==> src/rtl/imem_loader.sv <==
// Boot loader for instruction memory: unpacks a length-prefixed byte stream into
// big-endian 32-bit words, writes them sequentially, and holds the CPU until done.
module imem_loader #(
  parameter int unsigned ADDR_WIDTH = 8,
  parameter int unsigned BASE_ADDR  = 0
) (
  input  logic                  clock,
  input  logic                  reset,
  input  logic [7:0]            in_data,
  input  logic                  in_valid,
  output logic                  in_ready,
  input  logic                  load_req,
  output logic                  imem_we,
  output logic [ADDR_WIDTH-1:0] imem_addr,
  output logic [31:0]           imem_wdata,
  output logic                  cpu_hold,
  output logic                  done,
  output logic                  error,
  output logic [15:0]           words_loaded
);

  typedef enum logic [2:0] {
    S_LEN_HI,
    S_LEN_LO,
    S_DATA,
    S_DONE,
    S_ERROR
  } state_t;

  state_t      state, state_nxt;
  logic [15:0] length;
  logic [1:0]  byte_idx;
  logic [23:0] pack;
  logic        released;
  logic        accept;
  logic        last_word;
  logic        restart;
  logic [15:0] len_full;
  logic [32:0] end_addr;

  always_comb begin
    in_ready  = (state == S_LEN_HI) || (state == S_LEN_LO) || (state == S_DATA);
    accept    = in_valid && in_ready;
    restart   = load_req && ((state == S_DONE) || (state == S_ERROR));
    len_full  = {length[15:8], in_data};
    // One past the last word address; compared wide so large lengths cannot alias.
    end_addr  = 33'(BASE_ADDR) + 33'(len_full);
    last_word = (byte_idx == 2'd3) && (words_loaded == (length - 16'd1));

    state_nxt = state;
    case (state)
      S_LEN_HI: if (accept) state_nxt = S_LEN_LO;
      S_LEN_LO: begin
        if (accept) begin
          if (len_full == 16'd0)
            state_nxt = S_DONE;
          else if (end_addr > (33'd1 << ADDR_WIDTH))
            state_nxt = S_ERROR;
          else
            state_nxt = S_DATA;
        end
      end
      S_DATA:  if (accept && last_word) state_nxt = S_DONE;
      S_DONE:  if (load_req) state_nxt = S_LEN_HI;
      S_ERROR: if (load_req) state_nxt = S_LEN_HI;
      default: state_nxt = S_LEN_HI;
    endcase

    // The first DONE cycle keeps the CPU held so the final write settles first.
    cpu_hold = !((state == S_DONE) && released);
    done     = (state == S_DONE) && released;
    error    = (state == S_ERROR);
  end

  always_ff @(posedge clock) begin
    if (reset) begin
      state    <= S_LEN_HI;
      released <= 1'b0;
    end else begin
      state    <= state_nxt;
      released <= (state == S_DONE) && (state_nxt == S_DONE);
    end
  end

  always_ff @(posedge clock) begin
    if (reset) begin
      length       <= '0;
      byte_idx     <= '0;
      pack         <= '0;
      imem_we      <= 1'b0;
      imem_addr    <= ADDR_WIDTH'(BASE_ADDR);
      imem_wdata   <= '0;
      words_loaded <= '0;
    end else begin
      imem_we <= 1'b0;
      if (restart) begin
        length       <= '0;
        byte_idx     <= '0;
        words_loaded <= '0;
      end else if (accept) begin
        case (state)
          S_LEN_HI: length[15:8] <= in_data;
          S_LEN_LO: length[7:0]  <= in_data;
          S_DATA: begin
            byte_idx <= byte_idx + 2'd1;
            if (byte_idx == 2'd3) begin
              imem_we      <= 1'b1;
              imem_wdata   <= {pack, in_data};
              imem_addr    <= ADDR_WIDTH'(32'(BASE_ADDR) + 32'(words_loaded));
              words_loaded <= words_loaded + 16'd1;
            end else begin
              pack <= {pack[15:0], in_data};
            end
          end
          default: ;
        endcase
      end
    end
  end

endmodule
==> config.mk <==
export PLATFORM = sky130hd
export DESIGN_NAME = imem_loader
export DESIGN_NICKNAME = d
export VERILOG_FILES = /design/src/rtl/imem_loader.sv
export SDC_FILE = /design/constraint.sdc
export NUM_CORES = 1
export LEC_CHECK = 0
export CAP_MARGIN = 20
export CORE_MARGIN = 3
export CORE_UTILIZATION = 30
export DETAILED_ROUTE_END_ITERATION = 6
export GPL_ROUTABILITY_DRIVEN = 0
export GPL_TIMING_DRIVEN = 1
export PLACE_DENSITY = 0.55
export SLEW_MARGIN = 20
export SYNTH_ARGS = -nofsm -noshare
export SYNTH_HDL_FRONTEND = slang
export SYNTH_SLANG_ARGS = --single-unit
==> constraint.sdc <==
create_clock -name clock -period 2.6 [get_ports clock]
set_clock_uncertainty 0.15 [all_clocks]
set_input_delay 0.39 -clock clock [delete_from_list [all_inputs] [get_ports clock]]
set_output_delay 0.39 -clock clock [all_outputs]
set_load 0.03 [all_outputs]
==> flow_summary.toml <==
[drt]
via_per_inst = 4.86
dr.pass1.iters = 5
wl_per_cell_um = 14.3
drt_iter0_drc = 229
routed_wl_um = 11600
drtAntennaViolNets = 0
drc = 0
vias = 3925

[cells_and_area]
seqCellArea_sq_um = 2060
fin_cells = 807
multiInputGateArea_sq_um = 2090
drive_gt1_share_pct = 6.38
area_delta_synth_final_pct = 29.8
diodes = 0
n_fill_cell = 1406
fin_nets = 637

[worst_setup_path]
startpoint = "length[0]"
crit_fanout = 6
arrival_ns = 2.58
critPathLaunchType = "flip-flop"
r2r-start = "length[0]"
end_kind = "flip-flop"
worstPathRequired_ns = 2.72
critPathKind = "reg -> reg"

[yosys]
synth_warnings = 0
synthesis.nets = 570
netlist.area_leader.share_pct = 47.8
synth_top_cell_by_area = "dfxtp_1"
ys_ff_latch = 103
postSynthAreaPerCell_sq_um = 7.77
synth_edf_count = 0
synthDistinctLibCells = 44
synth-main-ff-cell = "dfxtp_1"
syn_inst = 555
syn-cell-area_sq_um = 4310
yosys.cell_count.top_type = "nand2_1"
ys_seq_area_share_pct = 47.8
synthTopCellsByCount = "nand2_1 (180), dfxtp_1 (103), a21oi_1 (90)"
synth-async-reset-ratio_pct = 0
netlist_top_cells_area = "dfxtp_1 (48%), nand2_1 (16%), a21oi_1 (10%)"

[sta]
fin_crit_ns = 2.46
setup_viol = 0
worstMarginPinSlew_ns = 0.619
final-hold-violation-count = 0
fin_crit_sh_pct = 94.6
fmax_mhz = 407
finalSetupTns_ns = 0
maxSlewViolCount = 0
grt_setup_unrepaired = "no"
relSlewSlack_pct = 58.7

[placed_design]
place_hpwl_um = 8140
port_buffers = 72
place_inst = 791

[power_and_ir_drop]
powerDensity_nw_per_um2 = 615
cellLeakagePower_uw = 0.00189
peakVddDrop_mv = 0.335
total_power_uw = 3440

[clock_network]
cts_resized = 0
cts_buffer_depth = 2
cts_buffers = 9
hold_buffers = 0
clkLatencyLatePin_ns = 0.35
root_buffer = "clkbuf_16"
post_cts_buffers = 0
cts_tree = "yes"
cts.clk_slew.worst_paths_ns = 0.07
htreeDepth = 3
cts_sinks = 103

[global_route]
grt_pass1_wl_um = 18700
antenna_found_initial = 0
grt_max_degree = 63
grt_overflow_total = 0
grt_pass1_vias = 3773
grt_usage_pct = 14.6

[floorplan]
initial_core_util_pct = 30.8
core_area_sq_um = 14000
die_x_um = 126
die_y_um = 126
dieArea_sq_um = 15900
io_pins = 73
rows = 43

[min_path]
hold_class = "in -> reg"
hold_start = "reset"

[run]
maxCapViolCount = 0

[run_status]
status = "finished, final reports clean"
cell type report:
cell class                 count  area share, %
clock buffer                   9           4.02
clock inverter                 7           1.83
inverter                       7          0.469
multi-input combinational    411           37.4
sequential                   103           36.9
tap                          180           4.02
timing repair buffer          90           15.4
where the power goes:
group / internal, uW / total [uW] / switching [uW]
registers: 1600 / 1640 / 37.8
logic: 143 / 332 / 188
clock network: 853 / 1470 / 620
flip-flops by register name, summed over array words and instances, names as in the netlist:
register	cells
byte_idx	2
imem_addr	8
imem_wdata	32
imem_we	1
length	16
pack	24
released	1
state	3
words_loaded	16
critical path, stage by stage, from the launching register on:
cell     delay, ns
dfxtp_1       0.35
or4_4         0.56
nor2_4        0.18
nor4b_2       0.26
o22ai_1       0.13
or4_1         0.54
o31ai_1       0.19
worst paths after layout:
kind              endpoint  slack, ns  cells after the start
min          imem_wdata[7]       0.20                      2
min reg2reg   imem_addr[6]       0.31                      2
max               state[0]       0.14                      6
max reg2reg       state[0]       0.14                      6
stage by stage:
step           util (%)  setup slack, ns  instance area (sq um)  hold WS, ns
2_1_floorplan         -            0.279                   4310        0.282
3_3_place_gp       37.6           0.0325                   5260        0.293
3_5_place_dp       37.6          -0.0246                   5260        0.298
4_1_cts            40.0           0.0912                   5590        0.177
5_1_grt            40.0           0.0236                   5600        0.182
6_report           40.0            0.141                   5600        0.201
layout by cell type, fill, tap and decap left out, types with 2 or more instances in the layout:
| cell type | instances |
|---|---|
| a21oi_1 | 90 |
| and2_1 | 5 |
| and3_1 | 4 |
| buf_4 | 17 |
| bufinv_16 | 2 |
| clkbuf_16 | 9 |
| clkdlybuf4s50_1 | 71 |
| clkinv_4 | 2 |
| dfxtp_1 | 102 |
| ha_1 | 3 |
| inv_1 | 6 |
| inv_6 | 2 |
| mux2i_1 | 4 |
| nand2_1 | 180 |
| nand2b_1 | 3 |
| nand3_1 | 7 |
| nand4_1 | 5 |
| nor2_1 | 27 |
| nor2b_1 | 3 |
| nor3_1 | 5 |
| nor4_1 | 8 |
| o21ai_0 | 2 |
| o21ai_1 | 5 |
| o22ai_1 | 2 |
| or3_1 | 4 |
| or4_1 | 2 |
| xnor2_1 | 19 |
| xor2_1 | 15 |
per-layer routing:
metal,wire (um),vias up,share of wire [%],global-route usage [%]
met5,0,-,0,0
met4,166,0,1.4,4.29
met3,501,13,4.3,4.37
met2,5280,82,46,23.1
met1,5630,1845,49,19.4
li1,-,1985,-,-
cell families after synthesis:
logic type      count (synthesis)  share of synthesized area, %
simple gates                  261                          26.2
compound gates                109                          13.5
flops                         103                          47.8
buf+inv                        41                          3.83
xor+xnor                       34                          6.90
mux                             4                         0.928
fa+ha+maj                       3                         0.870
Note: power is estimated with default switching activity, not from simulation.
==> patch 1, RTL diff (config.mk and constraints unchanged) <==
Make the reset (`reset`) asynchronous in 2 clocked blocks.
--- a/src/rtl/imem_loader.sv
+++ b/src/rtl/imem_loader.sv
@@ -74,3 +74,3 @@
 
-  always_ff @(posedge clock) begin
+  always_ff @(posedge clock or posedge reset) begin
     if (reset) begin
@@ -84,3 +84,3 @@
 
-  always_ff @(posedge clock) begin
+  always_ff @(posedge clock or posedge reset) begin
     if (reset) begin
Function: differs if reset is asserted again (counterexample within 4 cycles, from zero or initial values and one cycle with reset high); with reset held inactive, the same outputs for 4 cycles.
==> patch 1 against the unedited design <==
  * Cell count fell by 0.12%
  * Non-clock buffer count rose by 5
  * First-iteration DRC count fell by 15%
  * Setup slack improved by 0.018 ns
  * Area after synthesis rose by 12%
  * Sequential cell count did not move
  * Register-to-register slack improved by 0.17 ns
  * Critical path type is now flip-flop to primary output
  * Wire length rose by 6.7%
  * Global-route usage barely moved
  * Largest cell class is now sequential cells
  * Design area rose by 11%
Power is not compared: it rests on default switching activity, and its combinational part moved more than twofold at a synthesized area within 25%.
==> patch 1: results (changes against the unedited design) <==
* Status: finished, final reports clean (unchanged)
* Vias in the first global route at 3977 (was 3773)
* Syn Nets at 522 (was 570)
* Crit-path slowest cell: clkdlybuf4s50_1 (was or4_4)
* Delay-heaviest family, CP: buffers and inverters (was simple AND/OR/NAND/NOR gates)
* Met1 usage at 20.00% (was 19.36%)
* DRT Pass-1 Iters at 4 (was 5)
* R2r worst-path depth at 7 (was 6)
* Synth area leaders: dfrtp_1 53%, nand2_1 13%, mux2_2 5.6% (was dfxtp_1 48%, nand2_1 16%, a21oi_1 10%)
* ANT cells at 0 (unchanged)
* GR met2 Demand/Resource at 22.04% (was 23.10%)
* Worst hold path class: flip-flop to flip-flop (was input pin to flip-flop)
* Synth cell types at 59 (was 44)
* Vias/cell at 4.775 (was 4.864)
* Post-synthesis adder-cell area fraction at 0.7742% (was 0.8703%)
* Worst stage delay on the critical path at 0.66 ns (was 0.56 ns)
* Flop-to-flop setup slack at 0.31 ns (was 0.14 ns)
* R2r endpoint: state[0] (unchanged)
* Routed len/inst at 15.32 microns (was 14.35 microns)
* Hold_sp: pack[19] (was reset)
* Hpwl dp at 8764 microns (was 8143 microns)
* Routed Wire Length at 12350 microns (was 11580 microns)
* Xor and xnor area share after synthesis at 4.516% (was 6.905%)
* Slew at the pin closest to its max-slew limit at 0.6075 ns (was 0.6194 ns)
* Clock slew seen by the registers of the worst setup and hold paths at 0.07 ns (about the same)
* Synthesized area per cell at 9.563 sq um (was 7.771 sq um)
* Placed insts at 790 (was 791)
* Compound-gate portion of the synthesized area at 7.794% (was 13.46%)
* Async SR Flop Fraction at 100.0% (was 0%)
* RR Startpoint: length[0] (unchanged)
* Pin count of the biggest net entering global routing at 104 (was 63)
* Mux contribution to synthesized area at 6.194% (was 0.9283%)
* Critical Path AT at 1.90 ns (was 2.58 ns)
* 1st-iter DRT viols at 195 (was 229)
* Share of cells above drive strength 1 at 12.94% (was 6.380%)
* # DRC at 0 (unchanged)
* GR met3 Demand/Resource at 4.003% (was 4.368%)
* Critical path peak fanout at 11 (was 6)
* Nets at 605 (was 637)
* Tot GR Track Use at 14.56% (was 14.61%)
* Seq/Total Area, Yosys at 53.16% (was 47.81%)
* Hold EP: imem_wdata[27] (was imem_wdata[7])
* CP Launch Point: state[1] (was length[0])
* First-pass GRT wire length at 20750 microns (was 18720 microns)
## patch 1: changes by cell type in the layout (fill, tap and decap cells not counted), sizes merged, moves of 4 or more
cell   change
xor2       -6
nand2      -8
dfxtp    -103
nor2      -11
mux2      +24
nor2b      +5
buf        +4
a21oi     -66
dfrtp    +103
o21ai     +10
or3        +5
## patch 1: worst max-delay path by stage
stage	endpoint	depth (start not counted)
after floorplan	words_loaded[1]	5
after CTS	done	4
after global placement	words_loaded[15]	6
after detailed placement	words_loaded[15]	6
after global routing	error	2
final	done	4
## patch 1: tightest hold or removal path, stage by stage, from the launching register on
cell     delay, ns
dfrtp_1       0.34
nand2_1       0.05
nand2_1       0.05
## patch 1: power groups by stage
stage               clock network [W]  logic [W]  registers (W)
finish                        0.00132    0.00193        0.00243
floorplan                           0    0.00132        0.00244
detailed placement                  0    0.00194        0.00246
global placement                    0    0.00189        0.00244
CTS                           0.00139    0.00195        0.00243
global route                  0.00144    0.00214        0.00251
## patch 1: logic make-up (layout without fill, tap and decap cells)
family / count (synthesis) / in the layout
adder cells (fa/ha/maj): 3 / 3
AND/OR/NAND/NOR: 256 / 256
AO/OA/AOI/OAI: 60 / 60
flip-flops: 103 / 103
buffers and inverters: 33 / 121
multiplexers: 27 / 27
XOR/XNOR: 25 / 25
## patch 1: routing by layer
| layer | vias up | part of all wire (%) |
|---|---|---|
| met4 | 0 | 1.9 |
| met1 | 1857 | 47 |
| li1 | 1877 | - |
| met5 | - | 0 |
| met3 | 18 | 6.0 |
| met2 | 97 | 45 |
## patch 1: layout make-up
type	count	area, sq um
Multi-Input combinational cell	371	2138
Sequential cell	103	2577
Clock buffer	10	229.0
Clock inverter	6	63.81
Fill cell	1533	9251
Tap cell	211	264.0
Inverter	10	41.29
Timing Repair Buffer	95	918.4
## patch 1: per-stage QoR
step	power (W)	area, sq um	hold WS, ns	utilization [%]	setup slack (ns)
after floorplan	0.003763	4852	0.2848	-	0.2264
after global placement	0.004333	5939	0.3023	38.36	0.1444
after detailed placement	0.004398	5939	0.3088	38.36	0.1539
after CTS	0.005771	6232	0.3333	40.25	0.1421
after global routing	0.006089	6232	0.3538	40.25	0.02005
final	0.005682	6232	0.3236	40.25	0.1586
==> patch 2, RTL diff (config.mk and constraints unchanged) <==
Without the edit above. Change the parameter `ADDR_WIDTH` from 8 to 7.
--- a/src/rtl/imem_loader.sv
+++ b/src/rtl/imem_loader.sv
@@ -3,3 +3,3 @@
 module imem_loader #(
-  parameter int unsigned ADDR_WIDTH = 8,
+  parameter int unsigned ADDR_WIDTH = 7,
   parameter int unsigned BASE_ADDR  = 0
Interface: changed (resized imem_addr); port bits go from 73 to 72. The function was not compared with the original's and may differ.
==> patch 2 against the unedited design <==
  * Utilization about the same
  * Clock power down 9%
  * Setup slack better by 0.0053 ns
  * Global-route usage down 0.39 points
  * Sequential cell count down 1
  * Area after synthesis down 0.78%
  * Wire length down 4.9%
  * Design area down 0.34%
  * Via count down 1.7%
  * Combinational power down 8.4%
  * Power down 5.6%
==> patch 2: results (changes against the unedited design) <==
* Status: finished, final reports clean (unchanged)
* DRT Pass-1 Iters at 4 (was 5)
* Critical Path AT at 2.56 ns (was 2.58 ns)
* Ys flop type: dfxtp_1 (unchanged)
* Post-synth top cells: 175 x nand2_1, 102 x dfxtp_1, 85 x a21oi_1, 32 x clkbuf_1, 26 x nor2_1 (was 180 x nand2_1, 103 x dfxtp_1, 90 x a21oi_1, 27 x clkbuf_1, 27 x nor2_1)
* RR Startpoint: length[4] (was length[0])
* Biggest regs: imem_wdata (32), pack (24) (unchanged)
* Synth cell types at 40 (was 44)
* Syn Nets at 564 (was 570)
* Compound-gate portion of the synthesized area at 13.60% (was 13.46%)
* 1st-iter DRT viols at 239 (was 229)
* First-pass GRT wire length at 18270 microns (was 18720 microns)
* Slew Limit Headroom at 58.29% (was 58.71%)
* NetSw at 0.0008168 W (was 0.0008462 W)
* Routed len/inst at 13.68 microns (was 14.35 microns)
* Port Buffer Count at 71 (was 72)
* Met1 usage at 20.25% (was 19.36%)
* Pwr dens at 582.4 nW/um^2 (was 615.2 nW/um^2)
* Share of cells above drive strength 1 at 7.680% (was 6.380%)
* Xor and xnor area share after synthesis at 7.778% (was 6.905%)
* Max VDD drop at 0.2903 mV (was 0.3349 mV)
* Mux contribution to synthesized area at 0.4678% (was 0.9283%)
* Tot GR Track Use at 14.21% (was 14.61%)
* GR met2 Demand/Resource at 21.33% (was 23.10%)
* Seq/Total Area, Yosys at 47.72% (was 47.81%)
* Leakage power at 1.931 nW (was 1.887 nW)
* Vias in the first global route at 3511 (was 3773)
* Clk pwr share at 41.2% (was 42.8%)
* GR met3 Demand/Resource at 2.307% (was 4.368%)
* Vias/cell at 4.795 (was 4.864)
* Dpl cell area at 5278 sq um (was 5263 sq um)
* Post-synthesis adder-cell area fraction at 0.8772% (was 0.8703%)
-- patch 2: cell count changes in the layout (fill, tap and decap cells not counted), moves of 3 or more --
cell,delta
nor3_1,+4
o21ai_1,-5
buf_4,+4
or3_1,-3
or2_2,+4
and2_1,-3
nand2_1,-5
o21ai_0,+3
a21oi_1,-5
-- patch 2: area by class of cell --
type	instances	area [sq um]
multi-input combinational	407	2085
inverter	6	22.52
timing repair buffer	94	905.9
clock buffer	11	252.7
fill	1404	8356
tap	180	225.2
clock inverter	5	46.29
sequential	102	2042
-- patch 2: per-stage QoR --
step / util, % / cells / setup WS, ns / hold slack, ns
2_1_floorplan: - / 549 / 0.2971 / 0.2822
3_3_place_gp: 37.87 / 789 / 0.04256 / 0.2919
3_5_place_dp: 37.87 / 789 / -0.06270 / 0.2959
4_1_cts: 40.02 / 805 / 0.01521 / 0.1655
5_1_grt: 40.04 / 805 / 0.01475 / 0.1727
6_report: 40.04 / 805 / 0.1460 / 0.1755
-- patch 2: metal layers --
layer / up-vias / routed length [microns]
met2: 91 / 5000
met4: 0 / 174
met1: 1784 / 5388
li1: 1973 / -
met5: - / 0
met3: 12 / 448
-- patch 2: critical path, stage by stage (launching register included) --
cell and delay (ns):
dfxtp_1 0.35, or4_1 0.62, or4_4 0.57, nor3_1 0.20
xnor2_1 0.16, nand4_1 0.11, o31ai_2 0.20
-- patch 2: how the worst max path moves through the flow --
stage / to / slack [ns] / cells after the start
2_1_floorplan: state[0] / 0.30 / 7
3_3_place_gp: state[0] / 0.04 / 8
3_5_place_dp: state[0] / -0.06 / 8
4_1_cts: error / 0.02 / 4
5_1_grt: state[0] / 0.01 / 6
6_report: state[0] / 0.15 / 6
